File: src/rtl/hazard_ctrl.sv
// rtl/hazard_ctrl.sv - pipeline stall/flush sequencer for the 5-stage RV32I core
//
// Resolves load-use hazards, EX-stage redirects and multi-cycle LSU accesses
// and is the only source of stall/flush controls for the datapath.
//
// Ports:
//   i_clk, i_reset                     clock, asynchronous active-high reset
//   i_rs1/rs2_addr_id, i_rs1/rs2_used_id  ID-stage source registers and usage
//   i_rd_addr_ex, i_rd_wren_ex,
//   i_mem_ren_ex, i_insn_vld_ex        EX-stage destination and control bits
//   i_pc_sel_ex                        EX resolved a taken branch/jump
//   i_lsu_req_mem, i_lsu_ack           MEM-stage LSU request / completion
//   o_stall_*                          hold PC, IF/ID, ID/EX, EX/MEM
//   o_flush_if_id, o_flush_id_ex       insert a bubble
//   o_mispred                          redirect taken last cycle (registered)
//   o_mem_err                          sticky LSU timeout
//   o_stall_cnt, o_flush_cnt, o_wait_cnt  saturating statistics counters
module hazard_ctrl #(
  parameter int unsigned MEM_TIMEOUT = 16,
  parameter int unsigned CNT_W       = 32
) (
  input  logic             i_clk,
  input  logic             i_reset,
  input  logic [4:0]       i_rs1_addr_id,
  input  logic [4:0]       i_rs2_addr_id,
  input  logic             i_rs1_used_id,
  input  logic             i_rs2_used_id,
  input  logic [4:0]       i_rd_addr_ex,
  input  logic             i_rd_wren_ex,
  input  logic             i_mem_ren_ex,
  input  logic             i_insn_vld_ex,
  input  logic             i_pc_sel_ex,
  input  logic             i_lsu_req_mem,
  input  logic             i_lsu_ack,
  output logic             o_stall_pc,
  output logic             o_stall_if_id,
  output logic             o_stall_id_ex,
  output logic             o_stall_ex_mem,
  output logic             o_flush_if_id,
  output logic             o_flush_id_ex,
  output logic             o_mispred,
  output logic             o_mem_err,
  output logic [CNT_W-1:0] o_stall_cnt,
  output logic [CNT_W-1:0] o_flush_cnt,
  output logic [CNT_W-1:0] o_wait_cnt
);

  localparam int unsigned WC_W = $clog2(MEM_TIMEOUT + 1);
  localparam logic [WC_W:0] TIMEOUT_W = (WC_W + 1)'(MEM_TIMEOUT);

  typedef enum logic [1:0] {
    S_RUN      = 2'd0,
    S_MEM_WAIT = 2'd1,
    S_ERR      = 2'd2
  } state_e;

  state_e            state_q;
  logic [WC_W-1:0]   wait_q;
  logic [CNT_W-1:0]  stall_cnt_q;
  logic [CNT_W-1:0]  flush_cnt_q;
  logic [CNT_W-1:0]  wait_cnt_q;
  logic              mispred_q;
  logic              mem_err_q;

  logic              lsu_pend;
  logic              freeze;
  logic              redir;
  logic              lu;
  logic              sel_redir;
  logic              sel_lu;
  logic [WC_W:0]     wait_inc;

  assign lsu_pend = i_lsu_req_mem & ~i_lsu_ack;
  // ERR keeps the whole pipeline frozen regardless of the LSU handshake.
  assign freeze   = (state_q == S_ERR) | lsu_pend;
  assign redir    = i_pc_sel_ex & i_insn_vld_ex;
  assign lu       = i_mem_ren_ex & i_rd_wren_ex & i_insn_vld_ex &
                    (i_rd_addr_ex != 5'd0) &
                    ((i_rs1_used_id & (i_rs1_addr_id == i_rd_addr_ex)) |
                     (i_rs2_used_id & (i_rs2_addr_id == i_rd_addr_ex)));

  // freeze > redir > lu; a frozen EX holds the branch, so the redirect is
  // simply taken on the first unfrozen cycle.
  assign sel_redir = ~freeze & redir;
  assign sel_lu    = ~freeze & ~redir & lu;

  assign o_stall_pc     = freeze | sel_lu;
  assign o_stall_if_id  = freeze | sel_lu;
  assign o_stall_id_ex  = freeze;
  assign o_stall_ex_mem = freeze;
  assign o_flush_if_id  = sel_redir;
  assign o_flush_id_ex  = sel_redir | sel_lu;

  assign o_mispred   = mispred_q;
  assign o_mem_err   = mem_err_q;
  assign o_stall_cnt = stall_cnt_q;
  assign o_flush_cnt = flush_cnt_q;
  assign o_wait_cnt  = wait_cnt_q;

  // Value the wait counter takes after this MEM_WAIT cycle; ERR is entered
  // once it reaches MEM_TIMEOUT, i.e. after MEM_TIMEOUT frozen cycles.
  assign wait_inc = {1'b0, wait_q} + (WC_W + 1)'(1);

  function automatic logic [CNT_W-1:0] sat_inc(input logic [CNT_W-1:0] v);
    return (&v) ? v : v + CNT_W'(1);
  endfunction

  always_ff @(posedge i_clk or posedge i_reset) begin
    if (i_reset) begin
      state_q     <= S_RUN;
      wait_q      <= '0;
      stall_cnt_q <= '0;
      flush_cnt_q <= '0;
      wait_cnt_q  <= '0;
      mispred_q   <= 1'b0;
      mem_err_q   <= 1'b0;
    end else begin
      mispred_q <= sel_redir;
      if (sel_lu)    stall_cnt_q <= sat_inc(stall_cnt_q);
      if (sel_redir) flush_cnt_q <= sat_inc(flush_cnt_q);
      if (lsu_pend && state_q != S_ERR) wait_cnt_q <= sat_inc(wait_cnt_q);

      case (state_q)
        S_RUN: begin
          if (lsu_pend) begin
            state_q <= S_MEM_WAIT;
            wait_q  <= WC_W'(1);
          end
        end
        S_MEM_WAIT: begin
          if (i_lsu_ack) begin
            state_q <= S_RUN;
            wait_q  <= '0;
          end else begin
            wait_q <= wait_inc[WC_W-1:0];
            if (wait_inc >= TIMEOUT_W) begin
              state_q   <= S_ERR;
              mem_err_q <= 1'b1;
            end
          end
        end
        S_ERR: begin
          mem_err_q <= 1'b1;
        end
        default: begin
          state_q <= S_RUN;
          wait_q  <= '0;
        end
      endcase
    end
  end

endmodule

File: config.mk
export PLATFORM = sky130hd
export DESIGN_NAME = hazard_ctrl
export DESIGN_NICKNAME = d
export VERILOG_FILES = /design/src/rtl/hazard_ctrl.sv
export SDC_FILE = /design/constraint.sdc
export NUM_CORES = 1
export LEC_CHECK = 0
export BUFFER_PORTS_ARGS = -buffer_cell sky130_fd_sc_hd__buf_4
export CAP_MARGIN = 25
export CORE_MARGIN = 1.5
export CORE_UTILIZATION = 30
export CTS_BUF_LIST = sky130_fd_sc_hd__clkbuf_8
export DETAILED_ROUTE_END_ITERATION = 7
export PLACE_DENSITY_LB_ADDON = 0.25
export SETUP_SLACK_MARGIN = 0.1
export SLEW_MARGIN = 15
export SYNTH_ARGS = -nofsm -noshare
export SYNTH_HDL_FRONTEND = slang
export SYNTH_SLANG_ARGS = --single-unit
File: constraint.sdc
create_clock -name i_clk -period 3.8 [get_ports i_clk]
set_input_delay 0.38 -clock i_clk [delete_from_list [all_inputs] [get_ports i_clk]]
set_output_delay 0.38 -clock i_clk [all_outputs]
set_load 0.01 [all_outputs]
# Word level (Yosys, flattened, before mapping)
# Cells that the tools add are included.
[classes]
n_reduce_logical = 13
addsub = 4
bitwise = 22
eq_ne = 9
muxes = 10
order_cmp = 1
[ops]
columns = ["cell", "n"]
rows = [
  ["$add A32 B1 Y32 const B", 3],
  ["$reduce_and A32 Y1", 3],
  ["$pmux W5 S3", 1],
  ["$and A1 B1 Y1", 11],
  ["$eq A5 B5 Y1", 2],
  ["$mux W5", 2],
  ["$ne A2 B2 Y1 const B", 4],
  ["$reduce_and A2 Y1", 4],
  ["$not A1 Y1", 7],
  ["$add A5 B1 Y6 const B", 1],
  ["$ge A6 B5 Y1 const B", 1],
  ["$mux W2", 3],
  ["$pmux W2 S3", 1],
  ["$reduce_and A3 Y1", 2],
  ["$reduce_bool A5 Y1", 1],
  ["$or A1 B1 Y1", 4],
  ["$ne A3 B3 Y1 const B", 1],
  ["$eq A2 B1 Y1 const B", 1],
  ["$eq A2 B2 Y1 const B", 1],
  ["$logic_not A2 Y1", 1],
  ["$mux W1", 2],
  ["$pmux W1 S2", 1],
  ["$reduce_bool A2 Y1", 1],
  ["$logic_and A1 B1 Y1", 1],
]
[totals]
output_inout_bits = 104
regBits = 105
inputBits = 25

# Depth between registers and ports, before layout
[depth]
ltp_word = 7
mapped_depth = 8
ltp_nobuf = 7

# Worst setup path before layout
# OpenSTA, ideal clock, no wires.
[synth_timing]
path_kind = "register to register"
start = "reg wait_cnt_q[8], in the netlist o_wait_cnt[8]"
end = "reg wait_cnt_q[1], in the netlist o_wait_cnt[1]"
required_time_ns = 3.675
setup_slack_ns = 1.537
path_stages_with_launch = 7
period_less_slack_ns = 2.263
path_buffers = 1
arrival_ns = 2.138
setup_time_ns = 0.125
path_cell_list = "dfrtp_1 > and4_4 > nand3_4 > or4_4 > buf_6 > o31a_4 > mux2_4"
[synth_via]
elab_chain_len = 3
[synth_lines]
columns = ["element", "line", "rtl"]
rows = [
  ["start, declared", "61", "logic [CNT_W-1:0] wait_cnt_q;"],
  ["start signal, assigned", "121", "if (lsu_pend && state_q != S_ERR) wait_cnt_q <= sat_inc(wait_cnt_q);"],
  ["$reduce_and A32 Y1", "105", "return (&v) ? v : v + CNT_W'(1);"],
  ["$not A1 Y1 (no line)", "--", ""],
  ["$reduce_and A2 Y1 (no line)", "--", ""],
]
# No other way between the ends.
# A chain may end at the register's enable or synchronous reset.

# Final worst setup path
[layout_timing]
start = "reg state_q[0]"
end = "reg stall_cnt_q[17], in the netlist o_stall_cnt[17]"
[layout_via]
elab_chain_len = 6
[layout_lines]
columns = ["element", "line", "rtl"]
rows = [
  ["start, declared", "57", "state_e state_q;"],
  ["start signal, assigned", "110", "state_q <= S_RUN;"],
  ["start signal, assigned", "126", "state_q <= S_MEM_WAIT;"],
  ["start signal, assigned", "132", "state_q <= S_RUN;"],
  ["$eq A2 B2 Y1", "75", "assign freeze = (state_q == S_ERR) | lsu_pend;"],
  ["$or A1 B1 Y1", "75", ""],
  ["$not A1 Y1", "85", "assign sel_lu = ~freeze & ~redir & lu;"],
  ["$and A1 B1 Y1 (2 in a row)", "85", ""],
  ["$reduce_and A2 Y1 (no line)", "--", ""],
  ["end signal, assigned", "119", "if (sel_lu) stall_cnt_q <= sat_inc(stall_cnt_q);"],
  ["end, declared", "59", "logic [CNT_W-1:0] stall_cnt_q;"],
]
# No other way between the ends.

==> impl_metrics.toml <==
[routing]
dr_wl_met3_um = 608
firstDrtPassIters = 4
drt-wirelength-per-cell_um = 14.3
vias_per_cell = 4.86
drc = 0
dr.first_iter.drc_count = 204
detail-route-antenna-nets = 0
dr_total_vias = 4098
wirelength_um = 12100
top_layer = "met4"
m1WireLength_um = 5770
dr_wl_met2_um = 5520

[global_route]
overflow = 0
track_usage = 0.138
grt_pass1_wl_um = 19700
antenna_found_initial = 0
grt_max_degree = 61
grt_pass1_vias = 3974

[power_and_ir_drop]
ir_drop_mv = 0.161
p_per_area_nw_per_um2 = 342
p_leak_nw = 3.13

[sta]
tns_ns = 0
skew_ns = 0.0181
finalSetupViolCount = 0
worst_pin_slew_ns = 0.855
min_period_ns = 2.90
rsz0062_at_grt = "false"
timing.fmax_mhz = 345
drv_slew = 0
maxSlewHeadroom = 0.430
period_share = 0.763
finalHoldViolations = 0

[synth]
ys.flop_type = "dfrtp_1"
synthesis.area_um2 = 5080
synth_fp_nets = 513
ys_ff_latch = 105
synthMuxAreaShare = 0.00937
synth_cells = 484
synthAdderAreaFrac = 0.00986
ys_seq_area_frac = 0.518
avgSynthCellArea_um2 = 10.5
yosys.area.top_type = "dfrtp_1"
synth.distinct_cells = 45
synth_compound_area_frac = 0.0239
synth_top_family_by_area = "simple AND/OR/NAND/NOR gates"
synth_xor_area_frac = 0.183
yosysWarnings = 0
synth-async-reset-ratio = 1.00
synthTopCellsByArea = "dfrtp_1 (52%), xnor2_1 (10%), xor2_1 (8.1%)"
synth_top_area_share = 0.518
synth-simple-area-share = 0.239
synth_edf_count = 0

[critical_path]
path_cells = "nand2b_1 -> nand3_1 -> nor4_1 -> nand3_1 -> nor4_1 -> xor2_1"
crit_buf_inv = 0
cp.required_ns = 4.10
cp_top_family = "simple AND/OR/NAND/NOR gates"
arrival_ns = 3.20
crit_type = "reg2reg"
end_kind = "flip-flop"
start_kind = "flip-flop"
crit_slowest_cell = "nand3_1"
cp_max_fo = 16
slowest_delay_ns = 0.68

[final_layout]
final_nets = 648
drive_gt1_frac = 0.254
n_antenna_cell = 0
layout_common_cells = "buf_4 (131), dfrtp_1 (105), xnor2_1 (59)"
layout.cells.non_filler = 843
areaGrowthSynthToFinish_pct = 27.6
layout_commonest_cell = "buf_4"

[clock_network]
cts_setup_buffers = 0
cts-resized-gates = 0
cts_tree = "built"
worstSkewPairLatency_ns = 0.38
clk_pin_slew_worst_paths_ns = 0.10
clockBufferDepth = 2
htree_num_levels = 3
cts_hold_buffers = 0
clock-root-buffer = "clkbuf_8"
clock_sinks = 105
cts_buffers = 9

[worst_hold_path]
hp-class = "in2async"

[run_status]
status = "complete, no violations"

[place]
gp_congestion = 0.808
dp_hpwl_um = 8890
port-buffer-count = 128
dp.cells = 828

[floorplanning]
die_x_um = 133
fp.dieH_um = 133
io_pins = 129
fp.dieArea_um2 = 17700
rows = 47
core_um2 = 16600
initial_core_util = 0.306

[run]
max_cap_violations = 0
## through the flow
step	area (µm²)	total power (W)	setup slack [ns]	hold slack [ns]	util
after floorplan	5080	0.00143	0.659	0.497	-
after global placement	6290	0.00157	0.982	0.466	0.380
after detailed placement	6290	0.00159	0.846	0.464	0.380
after CTS	6470	0.00225	0.846	0.149	0.390
after global routing	6470	0.00233	0.524	0.190	0.390
final	6470	0.00222	0.899	0.136	0.390
## synthesized netlist by cell type (2+ instances only)
master and count:
xnor2_1 59, o21a_1 2, nor2_1 31, nor4_1 16, nand2b_1 3, nand3_1 40
o21ai_0 2, mux2_2 2, dfrtp_1 105, and3_1 12, nand4_1 34, buf_4 2
or3_1 3, xor2_1 47, o22ai_1 4, nand2_1 51, and4_1 3, nor3_1 25
clkbuf_1 2, and2_1 2, inv_1 12, ha_1 4
## layout make-up
class	instances	area, µm²
inverter	12	47.5
multi-input combinational	360	2360
fill	1651	10100
tap	220	275
timing repair buffer	131	983
sequential	105	2630
clock inverter	4	28.8
clock buffer	11	151
## state kept, by name, indices dropped and copies added, names as in the netlist
name and count:
o_stall_cnt 32, o_mispred 1, o_wait_cnt 32, o_flush_cnt 32, wait_q 5, o_mem_err 1
state_q 2
## path summary, 6_finish.rpt
| check | slack (ns) | depth (start not counted) | from | end |
|---|---|---|---|---|
| max | 0.90 | 6 | state_q[0]$_DFFE_PP0P_ | o_stall_cnt[17]$_DFFE_PP0P_ |
| min | 0.14 | 2 | i_reset | o_flush_cnt[7]$_DFFE_PP0P_ |
| max reg2reg | 0.90 | 6 | state_q[0]$_DFFE_PP0P_ | o_stall_cnt[17]$_DFFE_PP0P_ |
| min reg2reg | 0.49 | 1 | o_mem_err$_DFFE_PP0P_ | o_mem_err$_DFFE_PP0P_ |
| max in group asynchronous | 2.80 | 3 | i_reset | o_stall_cnt[27]$_DFFE_PP0P_ |
| min in group i_clk | 0.33 | 3 | i_lsu_req_mem | state_q[0]$_DFFE_PP0P_ |
## cell families (layout without fill, tap and decap cells)
logic type / count (synthesis) / count (layout)
adder cells (fa/ha/maj): 4 / 4
XOR/XNOR: 106 / 106
AO/OA/AOI/OAI: 14 / 14
AND/OR/NAND/NOR: 232 / 232
multiplexers: 4 / 4
buffers and inverters: 19 / 158
flip-flops: 105 / 105
## power by group
group          switching [W]  total [W]  internal (W)
combinational       0.000143   0.000306      0.000162
sequential         0.0000783    0.00125       0.00117
clock               0.000387   0.000658      0.000271
total               0.000609    0.00222       0.00161
## layer usage
| layer | GRT usage | vias up |
|---|---|---|
| met4 | 0.0543 | 0 |
| met1 | 0.190 | 1999 |
| met2 | 0.214 | 130 |
| met5 | 0 | - |
| met3 | 0.0268 | 13 |
| li1 | - | 1956 |
Note: power is estimated with default switching activity, not from simulation.
